--- config.mk ---
export PLATFORM = sky130hd
export DESIGN_NAME = accum_zone_arbiter_flat
export DESIGN_NICKNAME = d
export VERILOG_FILES = /design/src/rtl/accum_zone_arbiter_if.sv /design/src/rtl/accum_zone_arbiter.sv /design/src/flat_wrapper.sv
export SDC_FILE = /design/constraint.sdc
export NUM_CORES = 1
export LEC_CHECK = 0
export CAP_MARGIN = 20
export CORE_AREA = 4 4 539 541
export DETAILED_ROUTE_END_ITERATION = 8
export DIE_AREA = 0 0 543 545
export GPL_TIMING_DRIVEN = 0
export PLACE_DENSITY = 0.3
export SYNTH_ARGS = -nofsm -noshare
export SYNTH_HDL_FRONTEND = slang
export SYNTH_SLANG_ARGS = --single-unit
--- constraint.sdc ---
create_clock -name clk -period 1.85 [get_ports clk]
set_input_delay 0.185 -clock clk [delete_from_list [all_inputs] [get_ports clk]]
set_output_delay 0.185 -clock clk [all_outputs]
set_load 0.02 [all_outputs]
--- src/rtl/accum_zone_arbiter_if.sv ---
// Accumulator zone channel bundle: write command, write data, read command, read return.
// N lanes of command/data; read data is a single shared W-bit bus.
interface accum_zone_arbiter_if #(
    parameter int N  = 2,
    parameter int NB = 4,
    parameter int AW = 9,
    parameter int DW = 64
);
    localparam int W = NB * DW;

    logic [N-1:0]    wr_valid;
    logic [N-1:0]    wr_ready;
    logic [N*AW-1:0] wr_addr;
    logic [N*NB-1:0] wr_mask;
    logic [N-1:0]    accum_en;
    logic [N-1:0]    wvalid;
    logic [N-1:0]    wready;
    logic [N*W-1:0]  wdata;
    logic [N-1:0]    rd_valid;
    logic [N-1:0]    rd_ready;
    logic [N*AW-1:0] rd_addr;
    logic [N*NB-1:0] rd_mask;
    logic [N-1:0]    rvalid;
    logic [W-1:0]    rdata;

    modport master (
        output wr_valid, wr_addr, wr_mask, accum_en, wvalid, wdata,
        output rd_valid, rd_addr, rd_mask,
        input  wr_ready, wready, rd_ready, rvalid, rdata
    );

    modport slave (
        input  wr_valid, wr_addr, wr_mask, accum_en, wvalid, wdata,
        input  rd_valid, rd_addr, rd_mask,
        output wr_ready, wready, rd_ready, rvalid, rdata
    );
endinterface

--- src/rtl/accum_zone_arbiter.sv ---
// Round-robin arbiter sharing one accumulator zone among NUM_REQ requesters.
// Independent write (cmd+data) and read (cmd+return) arbitration FSMs.
module accum_zone_arbiter #(
    parameter int NUM_REQ    = 2,
    parameter int NUM_BANKS  = 4,
    parameter int ADDR_WIDTH = 9,
    parameter int DATA_WIDTH = 64
) (
    input logic clk,
    input logic rstn,
    accum_zone_arbiter_if.slave  s,
    accum_zone_arbiter_if.master m
);
    localparam int W  = NUM_BANKS * DATA_WIDTH;
    localparam int IW = (NUM_REQ > 1) ? $clog2(NUM_REQ) : 1;

    typedef enum logic {W_IDLE, W_BUSY} wstate_t;
    typedef enum logic [1:0] {R_IDLE, R_CMD, R_WAIT} rstate_t;

    // {found, index}: first requester at or above ptr, wrapping
    function automatic logic [IW:0] rr_pick(
        input logic [NUM_REQ-1:0] req,
        input logic [IW-1:0]      ptr
    );
        int j;
        rr_pick = '0;
        for (int i = NUM_REQ - 1; i >= 0; i--) begin
            j = int'(ptr) + i;
            if (j >= NUM_REQ) j = j - NUM_REQ;
            if (req[j]) rr_pick = {1'b1, IW'(j)};
        end
    endfunction

    function automatic logic [IW-1:0] next_ptr(input logic [IW-1:0] g);
        next_ptr = (int'(g) == NUM_REQ - 1) ? '0 : g + 1'b1;
    endfunction

    wstate_t       r_wstate, w_wstate_nxt;
    logic [IW-1:0] r_wg, r_wr_ptr;
    logic          r_cmd_done, r_data_done;
    logic [IW:0]   w_wpick;
    logic          w_cmd_hs, w_data_hs, w_wr_release;

    rstate_t       r_rstate, w_rstate_nxt;
    logic [IW-1:0] r_rg, r_rd_ptr;
    logic [IW:0]   w_rpick;
    logic          w_rd_hs, w_rd_ret;

    assign w_wpick = rr_pick(s.wr_valid, r_wr_ptr);
    assign w_cmd_hs = (r_wstate == W_BUSY) & s.wr_valid[r_wg]
                    & ~r_cmd_done & m.wr_ready[0];
    assign w_data_hs = (r_wstate == W_BUSY) & s.wvalid[r_wg]
                     & ~r_data_done & m.wready[0];
    // Grant is held until both halves of the write have handshaken
    assign w_wr_release = (r_wstate == W_BUSY)
                        & (r_cmd_done | w_cmd_hs)
                        & (r_data_done | w_data_hs);

    always_ff @(posedge clk) begin
        if (!rstn) begin
            r_wstate    <= W_IDLE;
            r_wg        <= '0;
            r_wr_ptr    <= '0;
            r_cmd_done  <= 1'b0;
            r_data_done <= 1'b0;
        end else begin
            r_wstate <= w_wstate_nxt;
            if (r_wstate == W_IDLE && w_wpick[IW]) r_wg <= w_wpick[IW-1:0];
            if (w_wr_release) begin
                r_cmd_done  <= 1'b0;
                r_data_done <= 1'b0;
                r_wr_ptr    <= next_ptr(r_wg);
            end else begin
                if (w_cmd_hs)  r_cmd_done  <= 1'b1;
                if (w_data_hs) r_data_done <= 1'b1;
            end
        end
    end

    always_comb begin
        w_wstate_nxt = r_wstate;
        unique case (r_wstate)
            W_IDLE:  if (w_wpick[IW]) w_wstate_nxt = W_BUSY;
            W_BUSY:  if (w_wr_release) w_wstate_nxt = W_IDLE;
            default: w_wstate_nxt = W_IDLE;
        endcase
    end

    always_comb begin
        m.wr_valid = '0;
        m.wr_addr  = '0;
        m.wr_mask  = '0;
        m.accum_en = '0;
        m.wvalid   = '0;
        m.wdata    = '0;
        s.wr_ready = '0;
        s.wready   = '0;
        if (r_wstate == W_BUSY) begin
            m.wr_valid[0]    = s.wr_valid[r_wg] & ~r_cmd_done;
            m.wr_addr        = s.wr_addr[int'(r_wg)*ADDR_WIDTH +: ADDR_WIDTH];
            m.wr_mask        = s.wr_mask[int'(r_wg)*NUM_BANKS +: NUM_BANKS];
            m.accum_en[0]    = s.accum_en[r_wg];
            m.wvalid[0]      = s.wvalid[r_wg] & ~r_data_done;
            m.wdata          = s.wdata[int'(r_wg)*W +: W];
            s.wr_ready[r_wg] = m.wr_ready[0] & ~r_cmd_done;
            s.wready[r_wg]   = m.wready[0] & ~r_data_done;
        end
    end

    assign w_rpick  = rr_pick(s.rd_valid, r_rd_ptr);
    assign w_rd_hs  = (r_rstate == R_CMD) & s.rd_valid[r_rg] & m.rd_ready[0];
    assign w_rd_ret = (r_rstate == R_WAIT) & m.rvalid[0];

    always_ff @(posedge clk) begin
        if (!rstn) begin
            r_rstate <= R_IDLE;
            r_rg     <= '0;
            r_rd_ptr <= '0;
        end else begin
            r_rstate <= w_rstate_nxt;
            if (r_rstate == R_IDLE && w_rpick[IW]) r_rg <= w_rpick[IW-1:0];
            if (w_rd_ret) r_rd_ptr <= next_ptr(r_rg);
        end
    end

    always_comb begin
        w_rstate_nxt = r_rstate;
        unique case (r_rstate)
            R_IDLE:  if (w_rpick[IW]) w_rstate_nxt = R_CMD;
            R_CMD:   if (w_rd_hs) w_rstate_nxt = R_WAIT;
            R_WAIT:  if (w_rd_ret) w_rstate_nxt = R_IDLE;
            default: w_rstate_nxt = R_IDLE;
        endcase
    end

    always_comb begin
        m.rd_valid = '0;
        m.rd_addr  = '0;
        m.rd_mask  = '0;
        s.rd_ready = '0;
        s.rvalid   = '0;
        s.rdata    = '0;
        if (r_rstate == R_CMD) begin
            m.rd_valid[0]    = s.rd_valid[r_rg];
            m.rd_addr        = s.rd_addr[int'(r_rg)*ADDR_WIDTH +: ADDR_WIDTH];
            m.rd_mask        = s.rd_mask[int'(r_rg)*NUM_BANKS +: NUM_BANKS];
            s.rd_ready[r_rg] = m.rd_ready[0];
        end
        if (r_rstate == R_WAIT) begin
            s.rvalid[r_rg] = m.rvalid[0];
            s.rdata        = m.rdata;
        end
    end
endmodule

--- src/flat_wrapper.sv ---
// flat-port wrapper written by rule: the top's interface ports become plain ports
module accum_zone_arbiter_flat 
#(
    parameter int NUM_REQ    = 2,
    parameter int NUM_BANKS  = 4,
    parameter int ADDR_WIDTH = 9,
    parameter int DATA_WIDTH = 64
)
  (clk, rstn, s_wr_valid, s_wr_addr, s_wr_mask, s_accum_en, s_wvalid, s_wdata, s_rd_valid, s_rd_addr, s_rd_mask, s_wr_ready, s_wready, s_rd_ready, s_rvalid, s_rdata, m_wr_valid, m_wr_addr, m_wr_mask, m_accum_en, m_wvalid, m_wdata, m_rd_valid, m_rd_addr, m_rd_mask, m_wr_ready, m_wready, m_rd_ready, m_rvalid, m_rdata);
  accum_zone_arbiter_if #(.N((2)), .NB((4)), .AW((9)), .DW((64))) s_i ();
  accum_zone_arbiter_if #(.N(1), .NB((4)), .AW((9)), .DW((64))) m_i ();
  input logic clk;
  input logic rstn;
  input wire logic [$bits(s_i.wr_valid)-1:0] s_wr_valid;
  input wire logic [$bits(s_i.wr_addr)-1:0] s_wr_addr;
  input wire logic [$bits(s_i.wr_mask)-1:0] s_wr_mask;
  input wire logic [$bits(s_i.accum_en)-1:0] s_accum_en;
  input wire logic [$bits(s_i.wvalid)-1:0] s_wvalid;
  input wire logic [$bits(s_i.wdata)-1:0] s_wdata;
  input wire logic [$bits(s_i.rd_valid)-1:0] s_rd_valid;
  input wire logic [$bits(s_i.rd_addr)-1:0] s_rd_addr;
  input wire logic [$bits(s_i.rd_mask)-1:0] s_rd_mask;
  output wire logic [$bits(s_i.wr_ready)-1:0] s_wr_ready;
  output wire logic [$bits(s_i.wready)-1:0] s_wready;
  output wire logic [$bits(s_i.rd_ready)-1:0] s_rd_ready;
  output wire logic [$bits(s_i.rvalid)-1:0] s_rvalid;
  output wire logic [$bits(s_i.rdata)-1:0] s_rdata;
  output wire logic [$bits(m_i.wr_valid)-1:0] m_wr_valid;
  output wire logic [$bits(m_i.wr_addr)-1:0] m_wr_addr;
  output wire logic [$bits(m_i.wr_mask)-1:0] m_wr_mask;
  output wire logic [$bits(m_i.accum_en)-1:0] m_accum_en;
  output wire logic [$bits(m_i.wvalid)-1:0] m_wvalid;
  output wire logic [$bits(m_i.wdata)-1:0] m_wdata;
  output wire logic [$bits(m_i.rd_valid)-1:0] m_rd_valid;
  output wire logic [$bits(m_i.rd_addr)-1:0] m_rd_addr;
  output wire logic [$bits(m_i.rd_mask)-1:0] m_rd_mask;
  input wire logic [$bits(m_i.wr_ready)-1:0] m_wr_ready;
  input wire logic [$bits(m_i.wready)-1:0] m_wready;
  input wire logic [$bits(m_i.rd_ready)-1:0] m_rd_ready;
  input wire logic [$bits(m_i.rvalid)-1:0] m_rvalid;
  input wire logic [$bits(m_i.rdata)-1:0] m_rdata;
  assign s_i.wr_valid = s_wr_valid;
  assign s_i.wr_addr = s_wr_addr;
  assign s_i.wr_mask = s_wr_mask;
  assign s_i.accum_en = s_accum_en;
  assign s_i.wvalid = s_wvalid;
  assign s_i.wdata = s_wdata;
  assign s_i.rd_valid = s_rd_valid;
  assign s_i.rd_addr = s_rd_addr;
  assign s_i.rd_mask = s_rd_mask;
  assign s_wr_ready = s_i.wr_ready;
  assign s_wready = s_i.wready;
  assign s_rd_ready = s_i.rd_ready;
  assign s_rvalid = s_i.rvalid;
  assign s_rdata = s_i.rdata;
  assign m_wr_valid = m_i.wr_valid;
  assign m_wr_addr = m_i.wr_addr;
  assign m_wr_mask = m_i.wr_mask;
  assign m_accum_en = m_i.accum_en;
  assign m_wvalid = m_i.wvalid;
  assign m_wdata = m_i.wdata;
  assign m_rd_valid = m_i.rd_valid;
  assign m_rd_addr = m_i.rd_addr;
  assign m_rd_mask = m_i.rd_mask;
  assign m_i.wr_ready = m_wr_ready;
  assign m_i.wready = m_wready;
  assign m_i.rd_ready = m_rd_ready;
  assign m_i.rvalid = m_rvalid;
  assign m_i.rdata = m_rdata;
  accum_zone_arbiter #(.NUM_REQ(NUM_REQ), .NUM_BANKS(NUM_BANKS), .ADDR_WIDTH(ADDR_WIDTH), .DATA_WIDTH(DATA_WIDTH)) u_core (.clk(clk), .rstn(rstn), .s(s_i), .m(m_i));
endmodule
==> impl_metrics.json, run 1 <==
{
  "multi_input_area_mm2": 0.00734,
  "io_pins": 1384,
  "core_mm2": 0.285,
  "path_max_fanout": 8,
  "worst_slack_ns": -0.414,
  "final_cells": 6228,
  "finalHoldWorstSlack_ns": 0.513,
  "routabilityCongestion": 0.934,
  "maxSlewViolCount": 0,
  "syn_area_mm2": 0.00638,
  "grt_pass1_wl_mm": 270,
  "syn_inst": 975,
  "cap_violations": 0,
  "synth_xor_area_share_pct": 0,
  "ys_seq_area_share_pct": 2.82,
  "finalInstanceArea_mm2": 0.0274,
  "die_x_um": 543,
  "grt_pass1_vias": 15000,
  "reg2regPathDepth": 6,
  "rsz0062_at_grt": "true",
  "postCtsHoldBufs": 0,
  "synth_fa_ha_area_share_pct": 0,
  "antenna_left": 0,
  "drt-total-wl_mm": 240,
  "root_buffer": "clkbuf_16",
  "cp.required_ns": 1.66,
  "die_h_um": 545,
  "die_area_mm2": 0.296,
  "r2r_slack_ns": 0.33,
  "worst_pin_slew_ns": 0.804,
  "via_per_inst": 2.37,
  "crit_arrival_ns": 2.08,
  "synth_top_area_cell": "mux2i_1",
  "synth.distinct_cells": 28,
  "whs_path_depth": 2,
  "maxSlewHeadroom_pct": 46.3,
  "period_needed_ns": 2.26,
  "syn-num-nets": 1809,
  "place_inst": 6128,
  "drt_iter0_markers": 849,
  "fin_skew_ns": 0.000412,
  "placed_area_mm2": 0.0250,
  "tritoncts": "done",
  "drive_above_1_share_pct": 28.7,
  "power_density_mw_per_mm2": 284,
  "clock-sinks": 9,
  "worstSetupStartpointType": "flip-flop",
  "synth.area.top_cells": "mux2i_1 45%, and2_1 25%, nor2_1 17%",
  "synth_enable_flop_cells": 0,
  "drcViolationCount": 0,
  "synthMostInstantiatedCell": "nor2_1",
  "port-buffer-count": 1383,
  "hold_violations": 0,
  "fill_cells": 33300,
  "clk_pin_slew_worst_paths_ns": 0.04,
  "grt_use_total_pct": 15.4,
  "finalSetupViolations": 405,
  "synth_top_family_by_area": "multiplexers",
  "timing.rr.start": "u_core.r_wg$_SDFFE_PN0P_",
  "yosys-mux-area-fraction_pct": 44.8,
  "yosys.area_share.simple_pct": 44.2,
  "antenna_found_initial": 233,
  "grt_max_degree": 11,
  "endpoint_kind": "output port",
  "tns_ns": -66.37,
  "status": "finished with violations",
  "async_flop_share_pct": 0,
  "wl_per_cell_um": 38.6,
  "firstDrtPassIters": 5,
  "yosys_warnings": 0,
  "regArea_um2": 190,
  "synth_flop_cell": "dfxtp_1",
  "vdd_drop_max_mv": 0.233,
  "area_delta_synth_final_pct": 330,
  "period_share_pct": 122,
  "hold_class": "flip-flop to flip-flop",
  "num_vias": 14800,
  "critPathKind": "flip-flop to output port",
  "violations": "negative setup slack",
  "clock_latency_ns": 0.26,
  "synth_compound_area_share_pct": 1.47,
  "avgSynthCellArea_um2": 6.55,
  "min_from": "u_core.r_wr_ptr$_SDFFE_PN0P_",
  "leakage_nw": 10.4,
  "clock_path_buffers": 2,
  "post-route-util_pct": 9.62,
  "ys_ff_latch": 9,
  "num_rows": 196,
  "startpoint": "u_core.r_wg$_SDFFE_PN0P_",
  "fmax_ghz": 0.442,
  "start_util_pct": 2.24,
  "layout.nets": 3241,
  "htree_levels": 1,
  "hpwl_mm": 229,
  "overflow": 0,
  "synth_top_area_share_pct": 44.8,
  "numCtsBuffers": 3,
  "synth_common_cells": "291 x nor2_1, 286 x mux2i_1, 257 x and2_1"
}
## layout by cell type, fill, tap and decap left out, types with 3 or more instances in the layout
master | synthesis | routed
a21oi_1 | 4 | 4
and2_1 | 257 | 220
and2_2 | 0 | 7
and2_4 | 0 | 30
buf_1 | 13 | 3
buf_12 | 0 | 41
buf_16 | 0 | 14
buf_2 | 30 | 81
buf_4 | 7 | 66
buf_6 | 0 | 95
buf_8 | 0 | 14
clkbuf_1 | 43 | 3
clkbuf_16 | 0 | 5
clkbuf_2 | 0 | 101
clkbuf_4 | 0 | 20
clkdlybuf4s15_1 | 0 | 14
clkdlybuf4s15_2 | 0 | 43
clkdlybuf4s18_2 | 0 | 3
clkdlybuf4s50_1 | 0 | 849
dfxtp_1 | 9 | 5
diode_2 | 0 | 60
dlygate4sd2_1 | 0 | 127
dlymetal6s2s_1 | 0 | 44
mux2i_1 | 286 | 155
mux2i_2 | 0 | 30
mux2i_4 | 0 | 101
nand2_1 | 7 | 7
nor2_1 | 291 | 260
nor2_2 | 0 | 27
nor2_4 | 0 | 4
nor3_1 | 4 | 4
## area by class of cell
class	instances	share of cell area, %
Antenna cell	60	0.547
Tap cell	3762	17.2
Multi-Input combinational cell	870	26.8
Sequential cell	9	0.693
Clock buffer	4	0.287
Buffer	92	4.22
Timing Repair Buffer	1428	50.3
Inverter	3	0.0593
## metal layers
layer	vias to the layer above	global-route usage, %	routed length (um)
li1	6130	-	-
met1	6868	18.0	94300
met2	1376	24.2	104000
met3	331	9.60	36800
met4	64	1.78	4470
met5	-	1.28	470
## final timing paths
path | endpoint
setup / recovery | m_wdata[25]
hold / removal | u_core.r_wr_ptr$_SDFFE_PN0P_
setup reg to reg | u_core.r_wr_ptr$_SDFFE_PN0P_
hold reg to reg | u_core.r_wr_ptr$_SDFFE_PN0P_
## sequential cells by signal, summed over array words and instances (netlist names)
| signal | count |
|---|---|
| u_core.r_wr_ptr | 1 |
| u_core.r_rd_ptr | 1 |
| u_core.r_rg | 1 |
| u_core.r_data_done | 1 |
| u_core.r_cmd_done | 1 |
| u_core.r_wstate | 1 |
| u_core.r_rstate | 2 |
| u_core.r_wg | 1 |
## power by group
group	internal, mW	leakage (nW)	switching [mW]
registers	0.205	0.0756	0.0147
clock network	0.292	0.0385	0.143
logic	3.23	10.3	3.91
total	3.72	10.4	4.07
## stage by stage
step | total power, mW | setup slack, ns
CTS | 7.82 | -0.535
global placement | 6.90 | -2.05
floorplan | 1.93 | 0.227
global route | 8.13 | -0.434
detailed placement | 6.91 | -1.72
finish | 7.79 | -0.414
## critical path, stage by stage, from the launching register on
cell and delay (ns):
dfxtp_2 0.33, buf_12 0.19, buf_16 0.18, buf_12 0.14
clkbuf_16 0.17, mux2i_4 0.49, nor2_1 0.08, buf_2 0.18
## logic make-up after synthesis
group	count (synthesis)
muxes	286
and+or+nand+nor	570
buffers and inverters	96
DFF	9
AOI/OAI and AO/OA	14
## what timing repair did
item	in CTS	in global routing
setup endpoints to repair	551	550
pin swaps	2	3
resized for setup	1543	1007
buffers inserted	14	21
cloned	3	2
Power figures use the tool's default switching activity.
==> run 2, diff against run 1 <==
--- a/config.mk
+++ b/config.mk
@@ -7,9 +7,9 @@
 export LEC_CHECK = 0
 export CAP_MARGIN = 20
 export CORE_AREA = 4 4 539 541
+export CTS_BUF_LIST = sky130_fd_sc_hd__clkbuf_4
 export DETAILED_ROUTE_END_ITERATION = 8
 export DIE_AREA = 0 0 543 545
-export GPL_TIMING_DRIVEN = 0
 export PLACE_DENSITY = 0.3
 export SYNTH_ARGS = -nofsm -noshare
 export SYNTH_HDL_FRONTEND = slang
==> impl_metrics.json, run 2 (synthesis gave the netlist of run 1 again) <==
{
  "status": "finished with violations",
  "violations": "negative setup slack",
  "final_cells": 6317,
  "largest_reg_flops": 2,
  "place_inst": 6169,
  "cap_violations": 0,
  "grt_pass1_wl_mm": 272,
  "clock-sinks": 9,
  "maxSlewViolCount": 0,
  "overflow": 0,
  "worst_pin_slew_ns": 0.478,
  "drcViolationCount": 0,
  "use_met1_pct": 17.8,
  "use_met2_pct": 24.2,
  "drt_iter0_markers": 684,
  "critPathKind": "flip-flop to output port",
  "htree_levels": 1,
  "tns_ns": -94.22,
  "firstDrtPassIters": 5,
  "p_sw_mw": 4.48,
  "die_area_mm2": 0.296,
  "cp.required_ns": 1.66,
  "post-route-util_pct": 12.1,
  "pwr-share-clk_pct": 3.6,
  "wl_per_cell_um": 39.1,
  "antenna_left": 0,
  "fin_skew_ns": 0.000582,
  "clk_pin_slew_worst_paths_ns": 0.21,
  "internal_power_mw": 4.93,
  "power_density_mw_per_mm2": 273,
  "area_delta_synth_final_pct": 439,
  "die_h_um": 545,
  "die_x_um": 543,
  "port-buffer-count": 1383,
  "path_max_fanout": 6,
  "top_register": "u_core.r_rstate",
  "hpwl_mm": 229,
  "clock_path_buffers": 2,
  "root_buffer": "clkbuf_4",
  "multi_input_area_mm2": 0.00844,
  "p_sw_share_pct": 47.6,
  "grt-busiest-layer": "met2",
  "via_per_inst": 2.40,
  "num_vias": 15200,
  "numCtsBuffers": 3,
  "hold_class": "input port to flip-flop",
  "drt-total-wl_mm": 247,
  "grt_max_degree": 93,
  "fill_cells": 32500,
  "power_frac_seq_pct": 2.3,
  "worst_slack_ns": -0.379,
  "final_common_cell": "clkdlybuf4s50_1",
  "crit_arrival_ns": 2.04,
  "io_pins": 1384,
  "rsz0062_at_grt": "true",
  "period_share_pct": 121,
  "antenna_found_initial": 266,
  "drive_above_1_share_pct": 50.0,
  "grt_use_total_pct": 15.4,
  "finalSetupViolations": 469,
  "num_rows": 196,
  "vdd_drop_max_mv": 0.195,
  "grt_util_met3_pct": 10.6,
  "layout.nets": 3351,
  "routabilityCongestion": 0.918,
  "grt_pass1_vias": 15100,
  "core_mm2": 0.285,
  "regArea_um2": 194,
  "combinationalPowerShare_pct": 94.0,
  "period_needed_ns": 2.23,
  "worstSetupStartpointType": "flip-flop",
  "final_cell_mix": "833 x clkdlybuf4s50_1, 432 x buf_12, 174 x and2_4",
  "endpoint_kind": "output port",
  "leakage_nw": 12.4,
  "tritoncts": "done",
  "fmax_ghz": 0.449,
  "clock_latency_ns": 0.42,
  "start_util_pct": 2.24,
  "hold_violations": 0,
  "maxSlewHeadroom_pct": 68.0
}
run 2: cell types whose count changed in the layout (fill, tap and decap cells not counted), moves of 22 or more:
cell,delta
buf_2,-60
buf_4,+83
nor2_2,+58
buf_12,+391
mux2i_2,+30
clkbuf_2,-81
clkdlybuf4s15_2,-41
nor2_1,-106
and2_1,-148
dlygate4sd2_1,-112
buf_6,-22
nor2_4,+48
mux2i_1,-38
and2_4,+144
run 2: power groups by stage:
stage | Combinational (mW) | Clock (mW) | Sequential [mW]
2_1_floorplan | 1.72 | 0 | 0.217
3_3_place_gp | 7.77 | 0 | 0.222
3_5_place_dp | 7.74 | 0 | 0.222
4_1_cts | 8.29 | 0.406 | 0.221
5_1_grt | 9.24 | 0.393 | 0.223
6_report | 8.85 | 0.340 | 0.221
run 2: per-layer routing:
metal	vias up	share of wire [%]
li1	6328	-
met1	7050	38
met2	1325	44
met3	398	16
met4	74	2.0
met5	-	0.20
run 2: per-stage QoR:
stage | area, um^2 | hold WS, ns | worst slack, ns | power [mW]
2_1_floorplan | 6380 | 0.299 | 0.227 | 1.93
3_3_place_gp | 29500 | 0.512 | -0.556 | 7.99
3_5_place_dp | 29500 | 0.527 | -0.573 | 7.96
4_1_cts | 31200 | 0.432 | -0.486 | 8.92
5_1_grt | 34400 | 0.450 | -0.489 | 9.86
6_report | 34400 | 0.499 | -0.379 | 9.41
run 2: path summary, 6_finish.rpt:
kind / start / to / slack, ns / cells after the start
hold / removal: rstn / u_core.r_cmd_done$_SDFFE_PP0P_ / 0.50 / 4
hold reg to reg: u_core.r_rstate[1]$_SDFFE_PN0P_ / u_core.r_rstate[0]$_SDFFE_PN0P_ / 0.52 / 2
setup reg to reg: u_core.r_wg$_SDFFE_PN0P_ / u_core.r_wr_ptr$_SDFFE_PN0P_ / 0.19 / 6
setup / recovery: u_core.r_wg$_SDFFE_PN0P_ / m_wdata[2] / -0.38 / 6
run 2: worst max-delay path, cell delays in order, from the launching register on:
cell,delay [ns]
dfxtp_4,0.46
buf_8,0.16
buf_12,0.14
buf_12,0.15
mux2i_4,0.47
nor2_4,0.07
buf_12,0.14
run 2: cell type report:
class	count	area share, %
Antenna cell	39	0.284
Clock buffer	4	0.0873
Inverter	3	0.0691
Multi-Input combinational cell	870	24.5
Sequential cell	9	0.564
Tap cell	3762	13.7
Timing Repair Buffer	1630	60.8
run 2: timing repair:
action                                 in CTS  in global routing
setup endpoints to repair                 524                528
pin swaps                                   4                153
endpoints found under the hold margin       0                  0
gates cloned                                5                 37
gates resized for setup                   495                640
hold buffers                                0                  0
setup buffers                              23                 54
